--- config.mk ---
export PLATFORM = sky130hd
export DESIGN_NAME = axi_uncached_store_responder
export DESIGN_NICKNAME = d
export VERILOG_FILES = /design/src/rtl/axi_uncached_store_responder.sv
export SDC_FILE = /design/constraint.sdc
export NUM_CORES = 2
export LEC_CHECK = 0
export CAP_MARGIN = 20
export CORE_AREA = 2 2 521 523
export CTS_CLUSTER_DIAMETER = 60
export DETAILED_ROUTE_END_ITERATION = 16
export DIE_AREA = 0 0 523 525
export GPL_ROUTABILITY_DRIVEN = 0
export PLACE_DENSITY = 0.5
export SLEW_MARGIN = 15
export SYNTH_ARGS = -nofsm -noshare
export SYNTH_HDL_FRONTEND = slang
export SYNTH_SLANG_ARGS = --single-unit
--- constraint.sdc ---
create_clock -name clk_i -period 2.85 [get_ports clk_i]
set_input_delay 0.4275 -clock clk_i [delete_from_list [all_inputs] [get_ports clk_i]]
set_output_delay 0.4275 -clock clk_i [all_outputs]
set_load 0.02 [all_outputs]
--- src/rtl/axi_uncached_store_responder.sv ---
// Uncached AXI4+ATOP scratch-register responder: single-beat stores and loads,
// in-order buffered B responses, one registered R slot, error replies for bursts and atomics.
module axi_uncached_store_responder #(
  parameter int unsigned IdWidth     = 4,
  parameter int unsigned AddrWidth   = 64,
  parameter int unsigned DataWidth   = 64,
  parameter logic [63:0] BaseAddr    = 64'h1A10_0000,
  parameter int unsigned NumWords    = 16,
  parameter int unsigned BQueueDepth = 8
) (
  input  logic                          clk_i,
  input  logic                          rst_ni,
  input  logic                          aw_valid,
  output logic                          aw_ready,
  input  logic [IdWidth-1:0]            aw_id,
  input  logic [AddrWidth-1:0]          aw_addr,
  input  logic [7:0]                    aw_len,
  input  logic [5:0]                    aw_atop,
  input  logic                          w_valid,
  output logic                          w_ready,
  input  logic [DataWidth-1:0]          w_data,
  input  logic [DataWidth/8-1:0]        w_strb,
  input  logic                          w_last,
  output logic                          b_valid,
  input  logic                          b_ready,
  output logic [IdWidth-1:0]            b_id,
  output logic [1:0]                    b_resp,
  input  logic                          ar_valid,
  output logic                          ar_ready,
  input  logic [IdWidth-1:0]            ar_id,
  input  logic [AddrWidth-1:0]          ar_addr,
  input  logic [7:0]                    ar_len,
  output logic                          r_valid,
  input  logic                          r_ready,
  output logic [IdWidth-1:0]            r_id,
  output logic [DataWidth-1:0]          r_data,
  output logic [1:0]                    r_resp,
  output logic                          r_last,
  output logic [NumWords*DataWidth-1:0] words_o
);

  localparam int unsigned IdxW = $clog2(NumWords);
  localparam int unsigned PtrW = $clog2(BQueueDepth);
  localparam int unsigned CntW = $clog2(BQueueDepth + 1);
  localparam logic [AddrWidth-1:0] Base       = AddrWidth'(BaseAddr);
  localparam logic [AddrWidth-1:0] RangeBytes = AddrWidth'(NumWords * 8);
  localparam logic [PtrW-1:0]      LastPtr    = PtrW'(BQueueDepth - 1);
  localparam logic [CntW-1:0]      DepthCnt   = CntW'(BQueueDepth);
  localparam logic [1:0] RespOkay   = 2'b00;
  localparam logic [1:0] RespSlvErr = 2'b10;
  localparam logic [1:0] RespDecErr = 2'b11;

  if (DataWidth != 64) begin : gen_err_data_width
    $error("DataWidth must be 64");
  end
  if (NumWords < 2 || NumWords > 256 || (NumWords & (NumWords - 1)) != 0) begin : gen_err_num_words
    $error("NumWords must be a power of 2 between 2 and 256");
  end
  if (BQueueDepth < 8) begin : gen_err_b_depth
    $error("BQueueDepth must be at least 8");
  end

  typedef enum logic [0:0] {W_IDLE, W_DATA} wr_state_e;
  wr_state_e state_q, state_d;

  logic [DataWidth-1:0] mem_q [NumWords];
  logic [IdWidth-1:0]   wr_id_q;
  logic [7:0]           wr_len_q, beat_q;
  logic                 wr_in_range_q;
  logic [5:0]           wr_atop_q;
  logic [IdxW-1:0]      wr_idx_q;
  logic [1:0]           wr_resp;
  logic [IdWidth-1:0]   fifo_id_q [BQueueDepth];
  logic [1:0]           fifo_resp_q [BQueueDepth];
  logic [PtrW-1:0]      b_wptr_q, b_rptr_q;
  logic [CntW-1:0]      b_count_q;
  logic                 atop_r_valid_q;
  logic [IdWidth-1:0]   atop_r_id_q;
  logic [7:0]           r_beats_q;
  logic                 aw_hs, w_hs, last_beat, b_push, b_pop, ar_hs, slot_free, atop_move;
  logic [AddrWidth-1:0] aw_offset, ar_offset;
  logic                 aw_in_range, ar_in_range;
  logic                 unused_w_last;

  assign unused_w_last = w_last;
  assign aw_offset     = aw_addr - Base;
  assign ar_offset     = ar_addr - Base;
  assign aw_in_range   = aw_offset < RangeBytes;
  assign ar_in_range   = ar_offset < RangeBytes;

  assign aw_hs     = aw_valid && aw_ready;
  assign w_hs      = w_valid && w_ready;
  assign last_beat = w_hs && (beat_q == wr_len_q);
  assign b_push    = last_beat;
  assign b_pop     = b_valid && b_ready;

  always_ff @(posedge clk_i or negedge rst_ni) begin
    if (!rst_ni) state_q <= W_IDLE;
    else         state_q <= state_d;
  end

  always_comb begin
    state_d = state_q;
    case (state_q)
      W_IDLE:  if (aw_hs) state_d = W_DATA;
      W_DATA:  if (last_beat) state_d = W_IDLE;
      default: state_d = W_IDLE;
    endcase
  end

  // Occupancy only changes on the clock, so aw_ready never follows b_ready combinationally.
  always_comb begin
    aw_ready = 1'b0;
    w_ready  = 1'b0;
    case (state_q)
      W_IDLE:  aw_ready = (b_count_q < DepthCnt) && (!aw_atop[5] || !atop_r_valid_q);
      W_DATA:  w_ready = 1'b1;
      default: ;
    endcase
  end

  always_comb begin
    if (wr_atop_q != 6'd0)  wr_resp = RespSlvErr;
    else if (wr_len_q != 8'd0) wr_resp = RespSlvErr;
    else if (!wr_in_range_q)   wr_resp = RespDecErr;
    else                       wr_resp = RespOkay;
  end

  always_ff @(posedge clk_i or negedge rst_ni) begin
    if (!rst_ni) begin
      wr_id_q       <= '0;
      wr_len_q      <= '0;
      beat_q        <= '0;
      wr_in_range_q <= 1'b0;
      wr_atop_q     <= '0;
      wr_idx_q      <= '0;
      for (int i = 0; i < NumWords; i++) mem_q[i] <= '0;
    end else begin
      if (aw_hs) begin
        wr_id_q       <= aw_id;
        wr_len_q      <= aw_len;
        beat_q        <= '0;
        wr_in_range_q <= aw_in_range;
        wr_atop_q     <= aw_atop;
        wr_idx_q      <= aw_offset[IdxW+2:3];
      end else if (w_hs) begin
        beat_q <= beat_q + 8'd1;
      end
      if (w_hs && wr_resp == RespOkay) begin
        for (int b = 0; b < DataWidth / 8; b++)
          if (w_strb[b]) mem_q[wr_idx_q][b*8 +: 8] <= w_data[b*8 +: 8];
      end
    end
  end

  assign b_valid = (b_count_q != '0);
  assign b_id    = fifo_id_q[b_rptr_q];
  assign b_resp  = fifo_resp_q[b_rptr_q];

  always_ff @(posedge clk_i or negedge rst_ni) begin
    if (!rst_ni) begin
      b_wptr_q  <= '0;
      b_rptr_q  <= '0;
      b_count_q <= '0;
      for (int i = 0; i < BQueueDepth; i++) begin
        fifo_id_q[i]   <= '0;
        fifo_resp_q[i] <= '0;
      end
    end else begin
      if (b_push) begin
        fifo_id_q[b_wptr_q]   <= wr_id_q;
        fifo_resp_q[b_wptr_q] <= wr_resp;
        b_wptr_q <= (b_wptr_q == LastPtr) ? '0 : b_wptr_q + 1'b1;
      end
      if (b_pop) b_rptr_q <= (b_rptr_q == LastPtr) ? '0 : b_rptr_q + 1'b1;
      case ({b_push, b_pop})
        2'b10:   b_count_q <= b_count_q + 1'b1;
        2'b01:   b_count_q <= b_count_q - 1'b1;
        default: ;
      endcase
    end
  end

  // A pending atomic read reply claims the free slot ahead of any new AR.
  assign slot_free = !r_valid || (r_ready && r_beats_q == 8'd0);
  assign atop_move = slot_free && atop_r_valid_q;
  assign ar_ready  = slot_free && !atop_r_valid_q;
  assign ar_hs     = ar_valid && ar_ready;
  assign r_last    = (r_beats_q == 8'd0);

  always_ff @(posedge clk_i or negedge rst_ni) begin
    if (!rst_ni) begin
      atop_r_valid_q <= 1'b0;
      atop_r_id_q    <= '0;
      r_valid        <= 1'b0;
      r_id           <= '0;
      r_data         <= '0;
      r_resp         <= RespOkay;
      r_beats_q      <= '0;
    end else begin
      if (last_beat && wr_atop_q[5]) begin
        atop_r_valid_q <= 1'b1;
        atop_r_id_q    <= wr_id_q;
      end else if (atop_move) begin
        atop_r_valid_q <= 1'b0;
      end
      if (atop_move) begin
        r_valid   <= 1'b1;
        r_id      <= atop_r_id_q;
        r_data    <= '0;
        r_resp    <= RespSlvErr;
        r_beats_q <= '0;
      end else if (ar_hs) begin
        r_valid   <= 1'b1;
        r_id      <= ar_id;
        r_beats_q <= ar_len;
        if (ar_len != 8'd0) begin
          r_data <= '0;
          r_resp <= RespSlvErr;
        end else if (!ar_in_range) begin
          r_data <= '0;
          r_resp <= RespDecErr;
        end else begin
          r_data <= mem_q[ar_offset[IdxW+2:3]];
          r_resp <= RespOkay;
        end
      end else if (r_valid && r_ready) begin
        if (r_beats_q == 8'd0) r_valid <= 1'b0;
        else                   r_beats_q <= r_beats_q - 8'd1;
      end
    end
  end

  for (genvar i = 0; i < NumWords; i++) begin : gen_words
    assign words_o[i*DataWidth +: DataWidth] = mem_q[i];
  end

endmodule

Word level (Yosys, flattened, before mapping)
Index checks and enable logic that the tools add are counted.
- bits in registers: 1198
- output and inout port bits: 1106
- word-level logic and storage cells: 197
- $lt $le $gt $ge: 9
- $add $sub $neg: 8
- bitwise gates (word level): 5
- reductions and logical operators: 33
- eq/ne operators: 6
- muxes and demuxes: 87
- operators by type and width (kind ; number):
    2-to-1 mux 1024 bit ; 15
    bitwise mux 1024 bit ; 8
    demux 64 bit (select 4 bit) ; 8
    2-to-1 mux 64 bit ; 7
    binary-select mux 64 bit (select 4 bit) ; 1
    less-than comparator 64 x 8 -> 1 bit, second input constant ; 2
    subtractor 64 x 29 -> 64 bit, second input constant ; 2
    2-to-1 mux 56 bit ; 1
    2-to-1 mux 8 bit ; 7
    2-to-1 mux 48 bit ; 1
    2-to-1 mux 40 bit ; 1
    bitwise mux 32 bit ; 1
    2-to-1 mux 32 bit ; 1
    2-to-1 mux 24 bit ; 1
    2-to-1 mux 2 bit ; 10
    2-to-1 mux 4 bit ; 5
    bitwise mux 16 bit ; 1
    2-to-1 mux 16 bit ; 1
    nonzero test 8 bit ; 2
    logical AND 1 bit ; 14
    binary-select mux 4 bit (select 3 bit) ; 1
    demux 4 bit (select 3 bit) ; 1
    >= comparator 5 bit, second input constant ; 2
    2-to-1 mux 1 bit ; 10
    other kinds (31) ; 45

Longest topological paths before layout
- depth in word-level cells: 28
- depth in mapped cells: 10

Worst setup path after synthesis
OpenSTA, ideal clock, no wires.
- path type: input port to flip-flop
- from: input ar_addr[3]
- to: register r_data[54]
- path slack: -0.035 ns
- stages on the path: 6
- required time: 2.729 ns
- arrival time: 2.764 ns
- path through: clkbuf_1 buf_1 buf_1 mux4_2 mux4_2 a22o_1
- longest elaborated chain between the ends: 9
- ends and longest elaborated chain (item ; line ; text):
    start: declaration ; 31 ; input logic [AddrWidth-1:0] ar_addr,
    subtractor 64 x 29 -> 64 bit * ; 87 ; assign ar_offset = ar_addr - Base;
    parallel branches: the longest is 4 deep, another holds less-than comparator 64 x 8 -> 1 bit ; -- ;
    2-to-1 mux 64 bit * ; 220 ; end else if (!ar_in_range) begin
    2-to-1 mux 64 bit * ; 217 ; if (ar_len != 8'd0) begin
    2-to-1 mux 64 bit * ; 213 ; end else if (ar_hs) begin
    2-to-1 mux 64 bit * ; 207 ; if (atop_move) begin
    end signal: assignment ; 224 ; r_data <= mem_q[ar_offset[IdxW+2:3]];
    end: declaration ; 36 ; output logic [DataWidth-1:0] r_data,
Every way passes the cells marked *. The select of a mux whose other input is x is not followed.
A chain may end at the register's enable or synchronous reset.

Worst setup path in the final report
- from: register r_beats_q[4]
- to: output ar_ready
- longest elaborated chain between the ends: 4
- ends and longest elaborated chain (item ; line ; text):
    start: declaration ; 79 ; logic [7:0] r_beats_q;
    start signal: assignment ; 216 ; r_beats_q <= ar_len;
    start signal: assignment ; 229 ; else r_beats_q <= r_beats_q - 8'd1;
    zero test 8 bit ; 185 ; assign slot_free = !r_valid || (r_ready && r_beats_q == 8'd0);
    logical AND 1 bit ; 185 ;
    logical OR 1 bit ; 185 ;
    logical AND 1 bit ; 187 ; assign ar_ready = slot_free && !atop_r_valid_q;
    end: declaration ; 29 ; output logic ar_ready,
Every way passes these cells.

==> flow_summary.json <==
{
  "pre_cts_slack_ns": -0.727,
  "syn_nets": 3686,
  "leakagePower_nw": 35.7,
  "drive_above_1_share": 0.404,
  "die_y_um": 525,
  "status": "complete, no violations",
  "die_w_um": 523,
  "worstPathArrival_ns": 2.32,
  "synthCells": 3437,
  "drcViolationCount": 0,
  "setup-violations-final": 0,
  "ys_ff_latch": 1198,
  "cap_violations": 0,
  "drt.antenna.violating_nets": 0,
  "final_cell_mix": "1315 x clkdlybuf4s50_1, 1195 x dfrtp_1, 1071 x mux2_2, 339 x buf_4, 332 x mux4_2",
  "grt_pass1_wl_mm": 395,
  "avgSynthCellArea_um2": 15.7,
  "synthFlopType": "dfrtp_1",
  "io_pins": 1344,
  "layout.cells.non_filler": 8875,
  "htree_num_levels": 4,
  "grt_usage": 0.209,
  "grt_max_degree": 126,
  "hp-class": "input pin to async pin",
  "critPathSlowestCell": "dfrtp_1",
  "netlist_area_um2": 53900,
  "fin_crit_sh": 0.965,
  "r2r_start": "wr_atop_q[0]$_DFFE_PN0P_",
  "critical_path_required_ns": 2.42,
  "ys_types": 62,
  "path_max_fanout": 4,
  "r2r_end": "words_o[565]$_DFFE_PN0P_",
  "place_inst": 8564,
  "grt_pass1_vias": 42800,
  "die_area_um2": 275000,
  "grt_antenna_before_repair": 40,
  "async_flop_share": 1.00,
  "setup_ws_ns": 0.100,
  "crit_path_end_kind": "output port",
  "tritoncts": "built",
  "avgViaCountPerCell": 4.58,
  "clk_pin_slew_ns": 0.06,
  "mostFrequentLayoutCell": "clkdlybuf4s50_1",
  "rrSetupSlack_ns": 0.11,
  "drt_iter0_markers": 2607,
  "cts_root_buffer": "clkbuf_16",
  "drt_pre_antenna_iters": 5,
  "hold_violations": 0,
  "coreArea_um2": 269000,
  "post_drt_wl_per_cell_um": 33.3,
  "wl_mm": 295,
  "powerDensity_nw_per_um2": 536,
  "start_util": 0.200,
  "clkSinkCount": 1198,
  "r2r_cells": 10,
  "fmax_mhz": 364,
  "seqCellArea_um2": 30000,
  "vias": 40700,
  "max_slew_margin": 0.279,
  "yosys_warnings": 0,
  "fin_nets": 5410,
  "path_cells": "nor4_2 -> buf_4 -> a41o_1 -> nand2_4 -> inv_1 -> clkdlybuf4s15_2",
  "cts_buffers": 159,
  "post-route-min-period_ns": 2.75,
  "synth_edf_count": 0,
  "portBuffers": 1336,
  "area_growth_pct": 49.6,
  "row_count": 191,
  "ys_seq_area_frac": 0.556,
  "startpoint_type": "register",
  "cts_buffer_depth": 4,
  "max_stage_delay_ns": 0.42,
  "dp_hpwl_mm": 233,
  "worst_slew_pin_slew_ns": 1.08,
  "worstSetupPathType": "register to output port",
  "grt.overflow.total": 0,
  "clock_skew_ns": 0.0707,
  "ir_drop_v": 0.000403,
  "clk_latency_ns": 0.83,
  "fillers": 27000,
  "multi_input_area_um2": 23300,
  "slew_viol_final": 0
}
power breakdown:
group / total (W) / switching, W / internal (W)
Clock: 0.0207 / 0.00839 / 0.0123
Combinational: 0.00431 / 0.00265 / 0.00166
Sequential: 0.0182 / 0.000703 / 0.0175
metrics by stage:
stage	util	power [W]	setup TNS [ns]	hold WS, ns	instance area, um2
after floorplan	-	0.0199	0	0.132	53900
after global placement	0.279	0.0227	-63.98	0.374	75000
after detailed placement	0.279	0.0228	-69.82	0.383	75000
after CTS	0.299	0.0439	-0.0368	0.0771	80500
after global routing	0.299	0.0448	-0.0288	0.122	80600
final	0.299	0.0432	0	0.135	80600
cells in the mapped netlist (2+ instances only):
cell type  instances  area [um2]
a2111oi_0          3        26.3
a211o_1            2        17.5
a211oi_1           2        15.0
a21o_1             3        22.5
a21oi_1           15        75.1
a22o_1            64         561
a31oi_1            7        43.8
and2_1             3        18.8
and3_1             6        37.5
and4b_1            2        20.0
buf_1             29         109
buf_6              6        67.6
clkbuf_1         148         556
dfrtp_1         1198       30000
ha_1              10         125
inv_1             14        52.6
mux2_2          1076       12100
mux2i_1            3        30.0
mux4_2           332        7480
nand2_1          151         567
nand2b_1           2        12.5
nand3_1           22         110
nand3b_1           4        30.0
nand4_1            8        50.1
nor2_1           181         679
nor2b_1            5        31.3
nor3_1            15        75.1
nor3b_2            2        25.0
nor4_1            24         150
nor4b_1            2        17.5
o21ai_0           22         110
o21ai_1            2        10.0
o22ai_1            3        18.8
or2_2              5        31.3
or3_1              6        37.5
or4_1              8        60.1
or4_4              2        22.5
xnor2_1            9        78.8
xor2_1            18         158
how the worst max path moves through the flow:
stage / startpoint / to
after global routing: r_beats_q[4]$_DFFE_PN0P_ / ar_ready
after CTS: b_rptr_q[0]$_DFFE_PN0P_ / b_id[0]
after detailed placement: ar_addr[17] / r_data[42]$_DFFE_PN0P_
after floorplan: ar_addr[31] / r_data[10]$_DFFE_PN0P_
final: r_beats_q[4]$_DFFE_PN0P_ / ar_ready
after global placement: ar_addr[17] / r_data[43]$_DFFE_PN0P_
layout make-up:
type                            count  share of cell area
Timing Repair Buffer             1746               0.216
Antenna cell                       22            0.000683
Sequential cell                  1198               0.372
Clock inverter                     59             0.00930
Clock buffer                      224              0.0572
Multi-Input combinational cell   2042               0.289
Tap cell                         3570              0.0554
Inverter                           14            0.000652
registers in the layout (all words and copies together) (netlist names), 6 cells and up:
register     count
wr_len_q         8
r_beats_q        8
fifo_resp_q     16
r_data          64
wr_atop_q        6
words_o       1024
beat_q           8
fifo_id_q       32
logic make-up (layout without fill, tap and decap cells):
family                     count (synthesis)  after routing  synth area share
and+or+nand+nor                          456            456            0.0383
other                                      0             22                 0
DFF                                     1198           1198             0.556
buffers and inverters                    197           2043            0.0146
AOI/OAI and AO/OA                        136            136            0.0193
muxes                                   1411           1411             0.364
xor gates and xnor gates                  27             27           0.00439
adders and majority gates                 12             12           0.00288
metal layers:
metal | track usage | vias to the layer above | share of wire
li1 | - | 16500 | -
met1 | 0.252 | 22000 | 0.40
met2 | 0.340 | 1781 | 0.47
met3 | 0.0735 | 390 | 0.095
met4 | 0.0771 | 2 | 0.041
met5 | 0 | - | 0.000044
critical path: cells and delay by family (launching register included):
family	cells	cell delay [ns]
AOI/OAI and AO/OA	1	0.22
and+or+nand+nor	2	0.42
DFF	1	0.42
buffers and inverters	3	0.51
what timing repair did:
item,in CTS,in global routing
cloned,1,0
gates resized for setup,59,8
pin swaps,3,2
buffers inserted,5,0
endpoints found under the hold margin,303,0
hold buffers,1,0
setup endpoints to repair,203,811
Note: power is estimated with default switching activity, not from simulation.
